**src/rtl/load_store_controller.sv**
```systemverilog
// load_store_controller
// ---------------------
// Sequences one core load or store at a time through a single-port data
// memory using a req/ack handshake. Addresses are word aligned for the
// memory. Stores get byte enables, and byte store data is replicated
// across all four lanes. For loads the returned word is latched and handed
// to an external Load_Block through Load_Memory, Load_Select and Offset.
// The extracted Load_data comes back from that block and is returned to the
// core on a one-cycle response pulse.
//
// Optional feature macro: LSC_TIMEOUT_EN
//   When defined, an access that sees no Mem_Ack for TIMEOUT_CYCLES cycles
//   is abandoned and answered with Bus_Error. When undefined, the controller
//   waits for Mem_Ack indefinitely and Bus_Error is tied low.
//
// Ports:
//   clk, reset                  rising-edge clock, synchronous active-high reset
//   Req_Valid/Req_Ready         core request handshake (ready only in IDLE)
//   Req_Write, Req_Byte         store/load select, byte/word size
//   Req_Addr, Req_Wdata         byte address, store data (byte in [7:0])
//   Mem_Req/Mem_Ack             memory request, one-cycle completion pulse
//   Mem_Addr, Mem_We            word-aligned address, write enable
//   Mem_Be, Mem_Wdata           byte enables, lane-replicated store data
//   Mem_Rdata                   read data, valid with Mem_Ack
//   Load_Memory, Load_Select,
//   Offset                      controls to the Load_Block
//   Load_data                   Load_Block result (combinational)
//   Resp_Valid, Resp_Data       one-cycle response pulse and load result
//   Misaligned, Bus_Error       error flags, valid with Resp_Valid

module load_store_controller #(
    parameter int ADDR_WIDTH     = 32,
    parameter int TIMEOUT_CYCLES = 16
) (
    input  logic                  clk,
    input  logic                  reset,
    input  logic                  Req_Valid,
    output logic                  Req_Ready,
    input  logic                  Req_Write,
    input  logic                  Req_Byte,
    input  logic [ADDR_WIDTH-1:0] Req_Addr,
    input  logic [31:0]           Req_Wdata,
    output logic                  Mem_Req,
    input  logic                  Mem_Ack,
    output logic [ADDR_WIDTH-1:0] Mem_Addr,
    output logic                  Mem_We,
    output logic [3:0]            Mem_Be,
    output logic [31:0]           Mem_Wdata,
    input  logic [31:0]           Mem_Rdata,
    output logic [31:0]           Load_Memory,
    output logic                  Load_Select,
    output logic [1:0]            Offset,
    input  logic [31:0]           Load_data,
    output logic                  Resp_Valid,
    output logic [31:0]           Resp_Data,
    output logic                  Misaligned,
    output logic                  Bus_Error
);

    typedef enum logic [2:0] {
        IDLE,
        ACCESS,
        EXTRACT,
        RESP,
        ERR
    } state_t;

    state_t state;

`ifdef LSC_TIMEOUT_EN
    localparam int CW = $clog2(TIMEOUT_CYCLES + 1);
    logic [CW-1:0] wait_count;
`else
    // The timeout length only matters when the timeout logic is built in.
    logic [31:0] unused_timeout_cfg;
    assign unused_timeout_cfg = TIMEOUT_CYCLES;
    assign Bus_Error          = 1'b0;
`endif

    // Single FSM; every output is a register updated on state transitions so
    // the memory-side signals stay stable for the whole access.
    always_ff @(posedge clk) begin
        if (reset) begin
            state       <= IDLE;
            Req_Ready   <= 1'b1;
            Mem_Req     <= 1'b0;
            Mem_Addr    <= '0;
            Mem_We      <= 1'b0;
            Mem_Be      <= 4'b0000;
            Mem_Wdata   <= 32'd0;
            Load_Memory <= 32'd0;
            Load_Select <= 1'b0;
            Offset      <= 2'b00;
            Resp_Valid  <= 1'b0;
            Resp_Data   <= 32'd0;
            Misaligned  <= 1'b0;
`ifdef LSC_TIMEOUT_EN
            Bus_Error   <= 1'b0;
            wait_count  <= '0;
`endif
        end else begin
            case (state)
                IDLE: begin
                    if (Req_Valid) begin
                        Req_Ready <= 1'b0;
                        if (!Req_Byte && (Req_Addr[1:0] != 2'b00)) begin
                            // Unaligned word access never reaches memory.
                            state      <= ERR;
                            Resp_Valid <= 1'b1;
                            Misaligned <= 1'b1;
                            Resp_Data  <= 32'd0;
                        end else begin
                            state       <= ACCESS;
                            Mem_Req     <= 1'b1;
                            Mem_Addr    <= {Req_Addr[ADDR_WIDTH-1:2], 2'b00};
                            Mem_We      <= Req_Write;
                            Offset      <= Req_Addr[1:0];
                            Load_Select <= Req_Byte;
                            if (Req_Byte) begin
                                Mem_Be    <= 4'b0001 << Req_Addr[1:0];
                                Mem_Wdata <= {4{Req_Wdata[7:0]}};
                            end else begin
                                Mem_Be    <= 4'b1111;
                                Mem_Wdata <= Req_Wdata;
                            end
`ifdef LSC_TIMEOUT_EN
                            wait_count <= '0;
`endif
                        end
                    end
                end

                ACCESS: begin
                    // Mem_Ack takes priority over a timeout in the same cycle.
                    if (Mem_Ack) begin
                        Mem_Req <= 1'b0;
                        if (Mem_We) begin
                            state      <= RESP;
                            Resp_Valid <= 1'b1;
                            Resp_Data  <= 32'd0;
                        end else begin
                            state       <= EXTRACT;
                            Load_Memory <= Mem_Rdata;
                        end
                    end
`ifdef LSC_TIMEOUT_EN
                    else if (wait_count == CW'(TIMEOUT_CYCLES - 1)) begin
                        Mem_Req    <= 1'b0;
                        state      <= ERR;
                        Resp_Valid <= 1'b1;
                        Bus_Error  <= 1'b1;
                        Resp_Data  <= 32'd0;
                    end else begin
                        wait_count <= wait_count + 1'b1;
                    end
`endif
                end

                EXTRACT: begin
                    // Load_Block has had a full cycle to settle on the latched word.
                    Resp_Data  <= Load_data;
                    Resp_Valid <= 1'b1;
                    state      <= RESP;
                end

                RESP, ERR: begin
                    Resp_Valid <= 1'b0;
                    Misaligned <= 1'b0;
`ifdef LSC_TIMEOUT_EN
                    Bus_Error  <= 1'b0;
`endif
                    Req_Ready  <= 1'b1;
                    state      <= IDLE;
                end

                default: begin
                    state <= IDLE;
                end
            endcase
        end
    end

endmodule
```
**config.mk**
```make
export PLATFORM = sky130hd
export DESIGN_NAME = load_store_controller
export DESIGN_NICKNAME = d
export VERILOG_FILES = /design/src/rtl/load_store_controller.sv
export SDC_FILE = /design/constraint.sdc
export NUM_CORES = 1
export LEC_CHECK = 0
export CELL_PAD_IN_SITES_DETAIL_PLACEMENT = 0
export CELL_PAD_IN_SITES_GLOBAL_PLACEMENT = 1
export CORE_UTILIZATION = 30
export DETAILED_ROUTE_END_ITERATION = 8
export MAX_ROUTING_LAYER = met4
export PLACE_DENSITY = 0.85
export SLEW_MARGIN = 10
export SYNTH_ARGS = -nofsm -noshare
export SYNTH_HDL_FRONTEND = slang
export SYNTH_SLANG_ARGS = --single-unit
```
**constraint.sdc**
```tcl
create_clock -name clk -period 1.85 [get_ports clk]
set_clock_uncertainty 0.2 [all_clocks]
set_input_delay 0.2775 -clock clk [delete_from_list [all_inputs] [get_ports clk]]
set_output_delay 0.2775 -clock clk [all_outputs]
set_load 0.005 [all_outputs]
```
---- Word-level counts from Yosys, hierarchy flattened ----
Cells that the tools add are included.
storage, ports and cells
  register bits ........................... 141
  bits of input ports ..................... 134
operators by class
  equal/unequal tests ..................... 9
  shift-type cells ........................ 1
  mux-type cells .......................... 24
  bitwise operators ....................... 2
  reduce and logical (&&, ||, !) cells .... 17
operators with widths
  cell                                                                   count
  32-bit 2-to-1 mux                                                      5
  32-bit one-hot mux with 3 select lines                                 1
  2-bit != test, second input constant                                   5
  5-bit AND reduction                                                    2
  1-bit 2-to-1 mux                                                       9
  3-bit 2-to-1 mux                                                       3
  3-bit one-hot mux with 3 select lines                                  1
  3-bit AND reduction                                                    3
  3-bit by 2-bit equality test with 1-bit output, second input constant  2
  1-bit one-hot mux with 2 select lines                                  3
  2-bit nonzero test                                                     3
  4-bit 2-to-1 mux                                                       1
  1-bit one-hot mux with 4 select lines                                  1
  2-bit AND reduction                                                    2
  4-bit AND reduction                                                    1
  4-bit nonzero test                                                     1
  1-bit by 2-bit << shifter with 4-bit output, first input constant      1
  3-bit by 1-bit equality test with 1-bit output, second input constant  1
  3-bit equality test, second input constant                             1
  3-bit zero test                                                        1
  3-bit nonzero test                                                     1
  1-bit inverter                                                         2
  2-bit OR reduction                                                     1
  1-bit logical AND                                                      1
  1-bit zero test                                                        1

---- Depth between registers and ports, before layout ----
  word-level depth ........................ 5
  gate-level depth with buffers ........... 7

---- Least setup slack after synthesis ----
OpenSTA, ideal clock, no wires.
  kind .................................... reg2reg
  from .................................... reg state[0]
  to ...................................... reg Mem_Be[1]
  setup time .............................. 0.119 ns
  data arrival time ....................... 1.410 ns
  slack ................................... 0.121 ns
  cell stages (with the launch flop) ...... 6
  path buffers ............................ 2
  period minus slack after synthesis ...... 1.729 ns
  path through ............................ dfxtp_1 > buf_2 > or2_1 > buf_2 > or3_1 > o221a_2
on the way
  word-level cells in the longest chain between the ends .. 2
ends and longest elaborated chain
  what                                  line  text
  start, declared                       68    state_t state;
  start signal, assigned                84    state <= IDLE;
  start signal, assigned                108   state <= ERR;
  start signal, assigned                113   state <= ACCESS;
  3-bit zero test                       102   case (state)
  3-bit AND reduction (no source line)  --
  end signal, assigned                  120   Mem_Be <= 4'b0001 << Req_Addr[1:0];
  end, declared                         47    output logic [3:0] Mem_Be,
No other way between the ends.
A chain may end at the register's enable or synchronous reset.

---- Worst setup path after layout ----
  from .................................... reg Mem_Be[0]
  to ...................................... out Mem_Be[0]
No word-level cell between the ends.

==> results.yml <==
outcome:
  status: "finished clean"
cts:
  postCtsHoldBufs: 0
  clk_latency_ns: 0.41
  clock_sinks: 141
  cts_tree: "yes"
  numCtsBuffers: 17
  clk_pin_slew_worst_paths_ns: 0.06
  cts_setup_buffers: 0
  h-tree-depth: 4
  cts-root-buf: "clkbuf_16"
  clockBufferDepth: 2
sta:
  finalMaxSlewViolations: 0
  fin_crit_sh_pct: 98.1
  min_period_ns: 1.81
  hold_viol_final: 0
  holdWs_ns: 0.195
  rsz0062_at_grt: "no"
  fmax_ghz: 0.551
  setup_viol: 0
route:
  drc: 0
  postRouteAntennaNets: 0
  wl_per_cell_um: 16.1
  avgViaCountPerCell: 4.90
  wirelength_mm: 19.7
  drt_iter0_markers: 364
  via_count: 5984
  first_pass_iters: 4
floorplanning:
  dieWidth_um: 145
  core_region_area_um2: 19700
  dieHeight_um: 145
  io_pins: 275
  rows: 51
  start_util_pct: 31.0
  fp.dieArea_um2: 21000
final_layout:
  n_antenna_cell: 0
  syn2layout_area_growth_pct: 61.3
  layout-drive-gt1-share_pct: 8.78
  final_area_um2: 9860
  layout_commonest_cell: "clkdlybuf4s50_1"
  nets: 1080
  utilization_pct: 50.0
  stdcell_count: 1222
  most-common-layout-cells: "265 x clkdlybuf4s50_1, 148 x nand2_1, 139 x dfxtp_1"
power:
  p_per_area_nw_per_um2: 861
  p_comb_share_pct: 19.7
  p_switching_mw: 2.18
  power.internal_mw: 6.31
  irDropWorstVdd_uv: 628
  p_clk_share_pct: 40.6
  p_sw_share_pct: 25.6
  p_leak_nw: 3.53
  seq_power_share_pct: 39.7
grt:
  grt_use_total_pct: 19.2
  grt_max_degree: 66
  grt_first_pass_wirelength_mm: 30.5
  overflow: 0
  grt_antenna_before_repair: 0
  grt_pass1_vias: 5791
hold_path:
  hold_depth: 4
  min-delay-start: "reset"
  hp-class: "primary input to register"
worst_setup_path:
  endpoint_kind: "output port"
  r2r.worst_path.cells: 5
  cp.arrival_ns: 1.34
  critPathKind: "register to output port"
  max_stage_delay_ns: 0.58
  reg2reg_from: "state[1]"
  crit_start: "Mem_Be[0]"
  worstPathCellList: "clkdlybuf4s50_1"
  path_buf_inv: 1
  cp_num_cells: 1
  cp_slowest_cell: "clkdlybuf4s50_1"
  cp-start-kind: "register"
  critPathTopFamily: "buffers and inverters"
  critPathMaxFanout: 2
  required_ns: 1.37
yosys:
  netlist_area_um2: 6110
  synth_ff_type: "dfxtp_1"
  async_reset_ff_share_pct: 0
  ys_seq_elements: 141
  postSynthAreaPerCell_um2: 8.81
  synthDistinctLibCells: 42
  ys_seq_area_share_pct: 46.2
  ys.warnings.count: 0
  syn_inst: 694
  synth_edf_count: 0
job:
  drv_cap: 0
placed_design:
  io_buffer_count: 271
  dp_hpwl_mm: 13.5
  globalplace.congestion: 0.833
  post-place-cells: 1192
  place_area_um2: 9260
-- cell usage after synthesis (all sizes together), types with 2 or more instances --
library cell	count	share of area [%]
inv	2	0.12
buf	30	3.0
mux2i	66	11
nor2b	4	0.41
dfxtp	141	46
o221a	3	0.55
o211ai	32	3.9
nand2	148	9.1
o31ai	2	0.25
nand2b	2	0.20
a31oi	24	2.5
nor3	3	0.43
a221oi	3	0.43
a211oi	26	3.2
o2111ai	32	4.6
o21ai	36	2.9
a21oi	35	2.9
nor2	4	0.25
clkbuf	50	3.1
nand3	32	2.6
o211a	2	0.33
-- registers in the layout (all words and copies together), names as in the netlist --
| name | count |
|---|---|
| Offset | 2 |
| Mem_We | 1 |
| Load_Memory | 32 |
| Mem_Req | 1 |
| Mem_Be | 4 |
| Resp_Valid | 1 |
| Load_Select | 1 |
| Mem_Wdata | 32 |
| Req_Ready | 1 |
| Misaligned | 1 |
| state | 3 |
| Resp_Data | 32 |
| Mem_Addr | 30 |
-- power groups by stage --
stage,clock network (mW),registers (mW),logic (mW)
floorplan,0,3.43,0.695
global placement,0,3.43,1.68
detailed placement,0,3.43,1.69
CTS,3.56,3.37,1.69
global route,3.69,3.40,1.81
finish,3.44,3.37,1.67
-- cell type report --
cell class,count,area (µm²)
fill,1847,9860
timing repair buffer,311,3140
multi-input combinational,472,2960
sequential,141,2830
clock buffer,19,443
tap,265,332
clock inverter,11,145
inverter,3,13.8
-- worst paths after layout --
kind	slack (ns)	endpoint
hold reg to reg	0.26	Offset[0]
hold / removal	0.19	Mem_We
setup / recovery	0.04	Mem_Be[0]
setup reg to reg	0.11	Resp_Data[24]
-- kinds of logic after synthesis --
logic type	count (synthesis)	synth area share, %
flip-flops	141	46.2
AO/OA/AOI/OAI	200	22.3
buffers and inverters	83	6.24
other	1	0.0613
AND/OR/NAND/NOR	203	14.4
multiplexers	66	10.8
-- routing by layer --
metal | part of all wire [%] | global-route usage [%] | vias up
li1 | - | - | 3013
met1 | 46 | 24.2 | 2762
met2 | 46 | 29.9 | 194
met3 | 6.2 | 5.50 | 15
met4 | 1.3 | 4.82 | 0
met5 | 0 | - | -
-- through the flow --
stage	setup slack [ns]	setup TNS (ns)	power (mW)
after floorplan	0.121	0	4.12
after global placement	-0.163	-13.48	5.11
after detailed placement	-0.186	-16.29	5.12
after CTS	0.0144	0	8.63
after global routing	0.000520	0	8.90
final	0.0354	0	8.49
-- repair_timing --
action | CTS | global route
cloned | 0 | 0
setup endpoints to repair | 2 | 5
resized for setup | 3 | 5
endpoints found under the hold margin | 0 | 0
(Power assumes the default switching activity.)
